===== src/rtl/dm_cache_ctrl.sv =====
// Direct-mapped cache controller: owns tag/valid state for an 8-line data array and sequences
// CPU reads/writes against it, write-through with no write-allocate, read-miss allocate.
module dm_cache_ctrl #(
  parameter int unsigned ADDR_W = 8,
  parameter int unsigned DATA_W = 8,
  parameter int unsigned CNT_W  = 16
) (
  input  logic              clk,
  input  logic              rst,
  input  logic              cpu_req,
  input  logic              cpu_we,
  input  logic [ADDR_W-1:0] cpu_addr,
  input  logic [DATA_W-1:0] cpu_wdata,
  output logic [DATA_W-1:0] cpu_rdata,
  output logic              cpu_ready,
  input  logic              flush,
  output logic [2:0]        dm_addr,
  output logic              dm_wr,
  output logic              dm_rd,
  output logic [DATA_W-1:0] dm_wdata,
  input  logic [DATA_W-1:0] dm_rdata,
  output logic              mem_req,
  output logic              mem_we,
  output logic [ADDR_W-1:0] mem_addr,
  output logic [DATA_W-1:0] mem_wdata,
  input  logic [DATA_W-1:0] mem_rdata,
  input  logic              mem_ack,
  output logic [CNT_W-1:0]  hit_cnt,
  output logic [CNT_W-1:0]  miss_cnt
);
  localparam int unsigned TAG_W = ADDR_W - 3;

  typedef enum logic [2:0] {
    StIdle, StLookup, StHit, StMemRd, StFill, StMemWr, StDone
  } state_e;

  state_e            state_q, state_d;
  logic              we_q;
  logic [ADDR_W-1:0] addr_q;
  logic [DATA_W-1:0] wdata_q;
  logic [DATA_W-1:0] rdata_q;
  logic [7:0]        valid_q;
  logic [TAG_W-1:0]  tag_q [8];
  logic [CNT_W-1:0]  hit_cnt_q, miss_cnt_q;

  logic [2:0]        idx;
  logic [TAG_W-1:0]  tag;
  logic              hit;

  assign idx = addr_q[2:0];
  assign tag = addr_q[ADDR_W-1:3];
  assign hit = valid_q[idx] && (tag_q[idx] == tag);

  assign dm_addr   = idx;
  assign mem_addr  = addr_q;
  assign mem_wdata = wdata_q;
  assign cpu_rdata = rdata_q;
  assign hit_cnt   = hit_cnt_q;
  assign miss_cnt  = miss_cnt_q;

  // Strobes and mem_req decode from state alone, so reset drops them without waiting for an edge.
  always_comb begin
    state_d   = state_q;
    dm_rd     = 1'b0;
    dm_wr     = 1'b0;
    dm_wdata  = wdata_q;
    mem_req   = 1'b0;
    mem_we    = 1'b0;
    cpu_ready = 1'b0;
    unique case (state_q)
      StIdle: begin
        if (!flush && cpu_req) state_d = StLookup;
      end
      StLookup: begin
        if (we_q) begin
          dm_wr   = hit;
          state_d = StMemWr;
        end else begin
          dm_rd   = 1'b1;
          state_d = hit ? StHit : StMemRd;
        end
      end
      StHit: state_d = StDone;
      StMemRd: begin
        mem_req = 1'b1;
        if (mem_ack) state_d = StFill;
      end
      StFill: begin
        dm_wr    = 1'b1;
        dm_wdata = rdata_q;
        state_d  = StDone;
      end
      StMemWr: begin
        mem_req = 1'b1;
        mem_we  = 1'b1;
        if (mem_ack) state_d = StDone;
      end
      StDone: begin
        cpu_ready = 1'b1;
        state_d   = StIdle;
      end
      default: state_d = StIdle;
    endcase
  end

  always_ff @(posedge clk or posedge rst) begin
    if (rst) begin
      state_q    <= StIdle;
      we_q       <= 1'b0;
      addr_q     <= '0;
      wdata_q    <= '0;
      rdata_q    <= '0;
      valid_q    <= '0;
      hit_cnt_q  <= '0;
      miss_cnt_q <= '0;
      for (int i = 0; i < 8; i++) tag_q[i] <= '0;
    end else begin
      state_q <= state_d;
      if (state_q == StIdle) begin
        if (flush) begin
          valid_q <= '0;
        end else if (cpu_req) begin
          we_q    <= cpu_we;
          addr_q  <= cpu_addr;
          wdata_q <= cpu_wdata;
        end
      end
      if (state_q == StLookup) begin
        if (hit) begin
          if (~&hit_cnt_q) hit_cnt_q <= hit_cnt_q + CNT_W'(1);
        end else begin
          if (~&miss_cnt_q) miss_cnt_q <= miss_cnt_q + CNT_W'(1);
        end
      end
      if (state_q == StHit) rdata_q <= dm_rdata;
      if (state_q == StMemRd && mem_ack) rdata_q <= mem_rdata;
      if (state_q == StFill) begin
        tag_q[idx]   <= tag;
        valid_q[idx] <= 1'b1;
      end
    end
  end

endmodule


===== config.mk =====
export PLATFORM = sky130hd
export DESIGN_NAME = dm_cache_ctrl
export DESIGN_NICKNAME = d
export VERILOG_FILES = /design/src/rtl/dm_cache_ctrl.sv
export SDC_FILE = /design/constraint.sdc
export NUM_CORES = 1
export LEC_CHECK = 0
export ABC_CLOCK_PERIOD_IN_PS = 6900
export CAP_MARGIN = 20
export CELL_PAD_IN_SITES_DETAIL_PLACEMENT = 0
export CELL_PAD_IN_SITES_GLOBAL_PLACEMENT = 1
export CORE_ASPECT_RATIO = 1.25
export CORE_MARGIN = 8
export CORE_UTILIZATION = 44
export DETAILED_ROUTE_END_ITERATION = 8
export GPL_ROUTABILITY_DRIVEN = 0
export PLACE_DENSITY_LB_ADDON = 0.1
export SETUP_SLACK_MARGIN = 0.02
export SKIP_LAST_GASP = 1
export SLEW_MARGIN = 20
export SYNTH_ARGS = -nofsm -noshare
export SYNTH_HDL_FRONTEND = slang
export SYNTH_SLANG_ARGS = --single-unit

===== constraint.sdc =====
create_clock -name clk -period 6.9 [get_ports clk]
set_clock_uncertainty 0.2 [all_clocks]
set_input_delay 0.69 -clock clk [delete_from_list [all_inputs] [get_ports clk]]
set_output_delay 0.69 -clock clk [all_outputs]
set_load 0.03 [all_outputs]

==> key figures, run 1 <==
STA
  – Final hold slack: 273 ps
  – Setup TNS: 0 ps
  – Period utilization: 71.6%
  – Max-slew headroom: 37.2%
  – Hold Fails Final Rpt: 0
  – Worst Tran Pin Value: 941 ps
  – Tmin final: 4940 ps
  – Final setup fails: 0
  – Max-slew violation count: 0
  – Fmax: 202 MHz
  – RSZ-0062 raised after global routing: no

Clock network
  – Num CTS Buffers: 9
  – Worst-path clk slew: 70 ps
  – TritonCTS clock tree: done
  – Sink Count: 108
  – Root buf cell: clkbuf_16
  – Clock Path Buffers: 2
  – Number of post-CTS setup repair buffers: 0
  – Post_cts resized: 0
  – Skew-Pair Late Insertion Delay: 350 ps
  – # H-tree levels: 3
  – Cts hold-fix bufs: 0

Global routing
  – GRT overflow: 0
  – Vias in the first global route: 3,820
  – First-pass GRT wire length: 20,600 um
  – Initial antenna violation count: 0
  – Largest net degree at the start of global routing: 84
  – Total global-route track usage: 16.7%

Pwr
  – Lkg Pwr: 2.91 nW
  – Int Pwr: 1.73 mW
  – Net Sw Power: 1.10 mW
  – Overall power: 2.83 mW
  – Worst VDD drop: 0.272 mV
  – Share of total power in the clock network: 17.6%
  – Reg power frac: 37.9%
  – Power Density: 423 nW/um2
  – Sw frac: 38.9%
  – Combinational Power Share: 44.4%

Setup path
  – CP peak stage delay: 710 ps
  – Slowest CP cell: dfrtp_1
  – Critical-path cell list: buf_4 -> mux2i_1 -> mux4_1 -> xnor2_1 -> a2111oi_0 -> and4_1 -> buf_4 -> a31o_2 -> clkdlybuf4s50_1
  – Crit-path most repeated cell: buf_4
  – Worst Path Arrival: 4050 ps
  – CP startpoint kind: flop
  – Worst-path fanout max: 32
  – Critical Path Sink Type: output port
  – Crit Path Category: reg2out
  – Crit path required time: 6010 ps

Routing
  – First-iteration detailed-routing DRC count: 154
  – Routed WL: 12,500 um
  – Avg WL per Cell: 17.6 um
  – DRC Markers: 0
  – TritonRoute pass-1 iters: 4
  – Total number of vias: 3,719
  – Vias per cell: 5.22
  – Post-route ant nets: 0

Run
  – Max-Cap Viols: 0

Logic synthesis
  – Mapped Area: 5240 um2
  – Number of flops mapped to enable cells by yosys: 0
  – Primary FF master, synth: dfrtp_1
  – FF+latch count, synth: 108
  – Synth top area share: 51.6%
  – Sequential cell area fraction in the yosys report: 51.6%
  – Area contributors post-synth: dfrtp_1 (52%), mux2_2 (14%), xnor2_1 (3.7%)
  – Syn Area/Cell: 11.6 um2
  – Most common cell in the netlist: dfrtp_1
  – Top post-synthesis cells by count: dfrtp_1 (108), mux2_2 (66), nand2_1 (41)
  – Distinct cells, synth: 52
  – Cell taking the most area after synthesis: dfrtp_1
  – Asr flop ratio synth: 100%
  – Ys Warns: 0
  – Post-Syn Nets: 490
  – Gate count of the mapped netlist: 450

Finish
  – Fin util: 57.7%
  – Ratio of cells with drive above 1 in the final layout: 17.4%
  – Area delta synth->final: 27.8%
  – Design Area, Final: 6700 um2
  – Final nets: 586
  – Diode count: 0

Floorplanning
  – Die width: 114 um
  – Initial Util: 45.1%
  – Core ar.: 11,600 um2
  – Die Footprint: 15,700 um2
  – Row count: 44
  – Die Y-Extent: 138 um
  – Boundary pin count: 110

Status
  – Status: finished, final reports clean

Hold path
  – Hold Crit Class: reg2reg

Placement
  – Input/output buffers: 109
  – DP HPWL: 8930 um
  – Post-DP Area: 6410 um2
## cells by family after synthesis
family                   after synthesis  share of synthesized area [%]
flip-flops                           108                           51.6
multiplexers                          88                           19.4
XOR/XNOR                              35                           5.85
buffers and inverters                 34                           3.46
AND/OR/NAND/NOR                      144                           14.4
adder cells (fa/ha/maj)                2                          0.477
AO/OA/AOI/OAI                         39                           4.85
## power groups by stage
stage / Clock [mW] / Sequential [mW] / Combinational, mW
global placement: 0 / 1.08 / 1.25
global route: 0.544 / 1.11 / 1.35
detailed placement: 0 / 1.08 / 1.27
floorplan: 0 / 1.13 / 0.807
CTS: 0.515 / 1.07 / 1.28
finish: 0.500 / 1.07 / 1.26
## worst paths after layout
| path | from | endpoint | slack (ps) | depth (start not counted) |
|---|---|---|---|---|
| max | mem_addr[0]$_DFFE_PP0P_ | dm_wr | 1960 | 9 |
| min reg2reg | valid_q[4]$_DFF_PP0_ | valid_q[4]$_DFF_PP0_ | 270 | 2 |
| min in group asynchronous | rst | miss_cnt[11]$_DFFE_PP0P_ | 450 | 2 |
| min | valid_q[4]$_DFF_PP0_ | valid_q[4]$_DFF_PP0_ | 270 | 2 |
| max reg2reg | mem_addr[0]$_DFFE_PP0P_ | miss_cnt[1]$_DFFE_PP0P_ | 3270 | 9 |
| max in group asynchronous | rst | tag_q[39]$_DFFE_PP0P_ | 5010 | 3 |
## through the flow
step | setup WS (ps) | cells
6_report | 1960 | 712
5_1_grt | 1760 | 712
2_1_floorplan | 3160 | 450
4_1_cts | 1960 | 712
3_3_place_gp | 2420 | 696
3_5_place_dp | 2360 | 696
## cell type report
type,count,area [um2]
repair buffers,113,1120
well taps,161,201
inverters,6,25.0
clock buffers,12,256
flip-flops and latches,108,2700
clock inverters,4,32.5
fillers,1025,4920
multi-input cells,308,2360
## state kept, by name, summed over array words and instances, names as in the netlist
register   count
cpu_rdata      8
state_q        3
miss_cnt      16
hit_cnt       16
mem_addr       8
mem_wdata      8
tag_q         40
valid_q        8
we_q           1
## critical path: cells and delay by family (launching register included)
kind,cells,cell delay (ps)
buf+inv,3,1390
flops,1,710
mux,2,620
compound gates,2,550
simple gates,1,280
xor+xnor,1,140
## per-layer routing
layer | track usage, % | part of all wire, % | wire, um | up-vias
met5 | 0 | 0 | 0 | -
li1 | - | - | - | 1773
met4 | 5.98 | 1.7 | 212 | 0
met1 | 20.1 | 42 | 5280 | 1861
met3 | 5.19 | 4.8 | 600 | 17
met2 | 27.2 | 51 | 6420 | 68
## placed cells by master, fill, tap and decap left out, types with 3 or more instances in the layout
cell type | Yosys | layout
nor3_1 | 12 | 12
nor4_1 | 3 | 3
clkdlybuf4s50_1 | 0 | 109
nand4_1 | 11 | 11
xnor2_1 | 22 | 22
nor2b_1 | 9 | 9
buf_4 | 4 | 3
mux2_2 | 66 | 66
mux2i_1 | 17 | 17
nor2_1 | 18 | 18
a22oi_1 | 8 | 8
a21oi_1 | 3 | 3
or2_2 | 3 | 3
nand2b_1 | 3 | 3
nand2_1 | 41 | 41
inv_1 | 6 | 5
and3_1 | 7 | 7
clkbuf_16 | 0 | 9
nor3b_1 | 4 | 4
nand3_1 | 18 | 18
xor2_1 | 13 | 13
o21ai_0 | 13 | 13
and2_1 | 3 | 3
mux4_2 | 3 | 3
dfrtp_1 | 108 | 108
(Power assumes the default switching activity.)
==> run 2, diff against run 1 <==
ABC_CLOCK_PERIOD_IN_PS = 4600   (was 6900)
CORE_UTILIZATION = 40   (was 44)
clock period = 4.6 ns   (was 6.9 ns; I/O delays follow)
==> key figures, run 2 (synthesized netlist as in run 1, its figures left out) <==
Floorplanning
  – Die Footprint: 17,000 um2 (was 15,700 um2)
  – Boundary pin count: 110 (unchanged)
  – Row count: 46 (was 44)
  – Die width: 118 um (was 114 um)
  – Initial Util: 41.2% (was 45.1%)
  – Die Y-Extent: 144 um (was 138 um)
  – Core ar.: 12,700 um2 (was 11,600 um2)

Finish
  – Final nets: 587 (was 586)
  – Max FFs per register: 40 (unchanged)
  – Top reg by flops: tag_q (unchanged)
  – Fin util: 52.7% (was 57.7%)
  – Ratio of cells with drive above 1 in the final layout: 17.8% (was 17.4%)
  – Commonest non-fill, non-tap cells in the layout: dfrtp_1 (108), clkdlybuf4s50_1 (108), mux2_2 (66), nand2_1 (41), xnor2_1 (22) (was clkdlybuf4s50_1 (109), dfrtp_1 (108), mux2_2 (66), nand2_1 (41), xnor2_1 (22))
  – Area delta synth->final: 27.9% (was 27.8%)
  – Diode count: 0 (unchanged)

STA
  – Period utilization: 79.2%
  – Final setup fails: 0 (unchanged)
  – RSZ-0062 raised after global routing: no (unchanged)
  – Tmin final: 3640 ps
  – Hold Fails Final Rpt: 0 (unchanged)
  – Fmax: 275 MHz
  – Max-slew headroom: 35.2% (was 37.2%)
  – Worst Tran Pin Value: 972 ps (was 941 ps)
  – Setup TNS: 0 ps (unchanged)
  – Max-slew violation count: 0 (unchanged)

Clock network
  – Post_cts resized: 0 (unchanged)
  – # H-tree levels: 3 (unchanged)
  – Num CTS Buffers: 9 (unchanged)
  – Clock Path Buffers: 2 (unchanged)
  – Root buf cell: clkbuf_16 (unchanged)
  – Skew-Pair Late Insertion Delay: 340 ps (was 350 ps)
  – Number of post-CTS setup repair buffers: 0 (unchanged)
  – TritonCTS clock tree: done (unchanged)
  – Worst-path clk slew: 70 ps (about the same)
  – Sink Count: 108 (unchanged)
  – Cts hold-fix bufs: 0 (unchanged)

Global routing
  – Initial antenna violation count: 0 (unchanged)
  – Vias in the first global route: 4,064 (was 3,820)
  – Total global-route track usage: 16.0% (was 16.7%)
  – Largest net degree at the start of global routing: 67 (was 84)
  – First-pass GRT wire length: 21,800 um (was 20,600 um)
  – GRT overflow: 0 (unchanged)

Routing
  – TritonRoute pass-1 iters: 4 (unchanged)
  – Routed WL: 13,300 um (was 12,500 um)
  – Total number of vias: 3,751 (was 3,719)
  – DRC Markers: 0 (unchanged)
  – First-iteration detailed-routing DRC count: 140 (was 154)
  – Avg WL per Cell: 18.5 um (was 17.6 um)
  – Post-route ant nets: 0 (unchanged)
  – Vias per cell: 5.21 (was 5.22)

Status
  – Status: finished, final reports clean (unchanged)

Setup path
  – Worst-path fanout max: 14 (was 32)
  – CP startpoint kind: flop (unchanged)
  – Largest delay contributor family on the critical path: buffers and inverters (unchanged)
  – Critical Path Sink Type: output port (unchanged)
  – Slowest CP cell: and2_0 (was dfrtp_1)
  – Worst Path Arrival: 2980 ps (was 4050 ps)
  – Crit path required time: 3940 ps (was 6010 ps)
  – R2R setup slack: 1300 ps (was 3270 ps)
  – Crit Path Category: reg2out (unchanged)
  – Critical-path cell list: inv_1 -> and2_0 -> mux2_2 -> clkdlybuf4s50_1 (was buf_4 -> mux2i_1 -> mux4_1 -> xnor2_1 -> a2111oi_0 -> and4_1 -> buf_4 -> a31o_2 -> clkdlybuf4s50_1)
  – CP peak stage delay: 830 ps (was 710 ps)
  – WP buf/inv: 2 (was 3)

Placement
  – DP HPWL: 9420 um (was 8930 um)
  – Input/output buffers: 109 (unchanged)

Pwr
  – Power Density: 635 nW/um2 (was 423 nW/um2)
  – Worst VDD drop: 0.365 mV (was 0.272 mV)
  – Lkg Pwr: 2.92 nW (was 2.91 nW)

Hold path
  – Hold Crit Class: reg2reg (unchanged)

Run
  – Max-Cap Viols: 0 (unchanged)
## run 2: path summary, 6_finish.rpt
kind                                          from                  endpoint  cells past startpoint
max in group asynchronous                      rst      tag_q[5]$_DFFE_PP0P_                      3
setup / recovery            state_q[0]$_DFFE_PP0P_               dm_wdata[1]                      4
hold / removal                valid_q[4]$_DFF_PP0_      valid_q[4]$_DFF_PP0_                      2
hold reg to reg               valid_q[4]$_DFF_PP0_      valid_q[4]$_DFF_PP0_                      2
min in group asynchronous                      rst  mem_wdata[3]$_DFFE_PP0P_                      2
setup reg to reg           mem_addr[0]$_DFFE_PP0P_    hit_cnt[1]$_DFFE_PP0P_                      9
## run 2: per-layer routing
layer	vias up	wire length [um]	part of all wire, %	GRT usage (%)
met5	-	0	0	0
met4	0	213	1.6	5.34
met3	14	560	4.2	3.81
met2	75	6880	52	28.8
met1	1884	5680	43	18.4
li1	1778	-	-	-
## run 2: metrics by stage
stage,setup WS [ps],hold WS (ps),instance area (um2),instances,power (mW)
2_1_floorplan,1090,239,5240,450,2.90
3_3_place_gp,1330,256,6420,704,3.51
3_5_place_dp,1280,257,6420,704,3.55
4_1_cts,945,275,6700,720,4.30
5_1_grt,693,314,6700,720,4.51
6_report,958,276,6700,720,4.25
## run 2: report_power, final
part / internal (mW) / switching (mW)
sequential: 1.27 / 0.330
combinational: 0.920 / 0.992
clock: 0.384 / 0.354
total: 2.58 / 1.68
## run 2: worst reg2reg max path: stages, from the launching register on
cell and delay, ps:
dfrtp_1 490, buf_4 400, mux2i_1 170, mux4_2 510, xnor2_1 150, nor2_1 140
and4_1 380, buf_4 340, nand2_1 150, mux2_2 280
## run 2: area by class of cell
cell class / count / area (um2)
clock inverters: 5 / 37.5
inverters: 6 / 25.0
flip-flops and latches: 108 / 2700
multi-input cells: 308 / 2360
well taps: 168 / 210
fillers: 1129 / 6020
repair buffers: 114 / 1130
clock buffers: 11 / 243
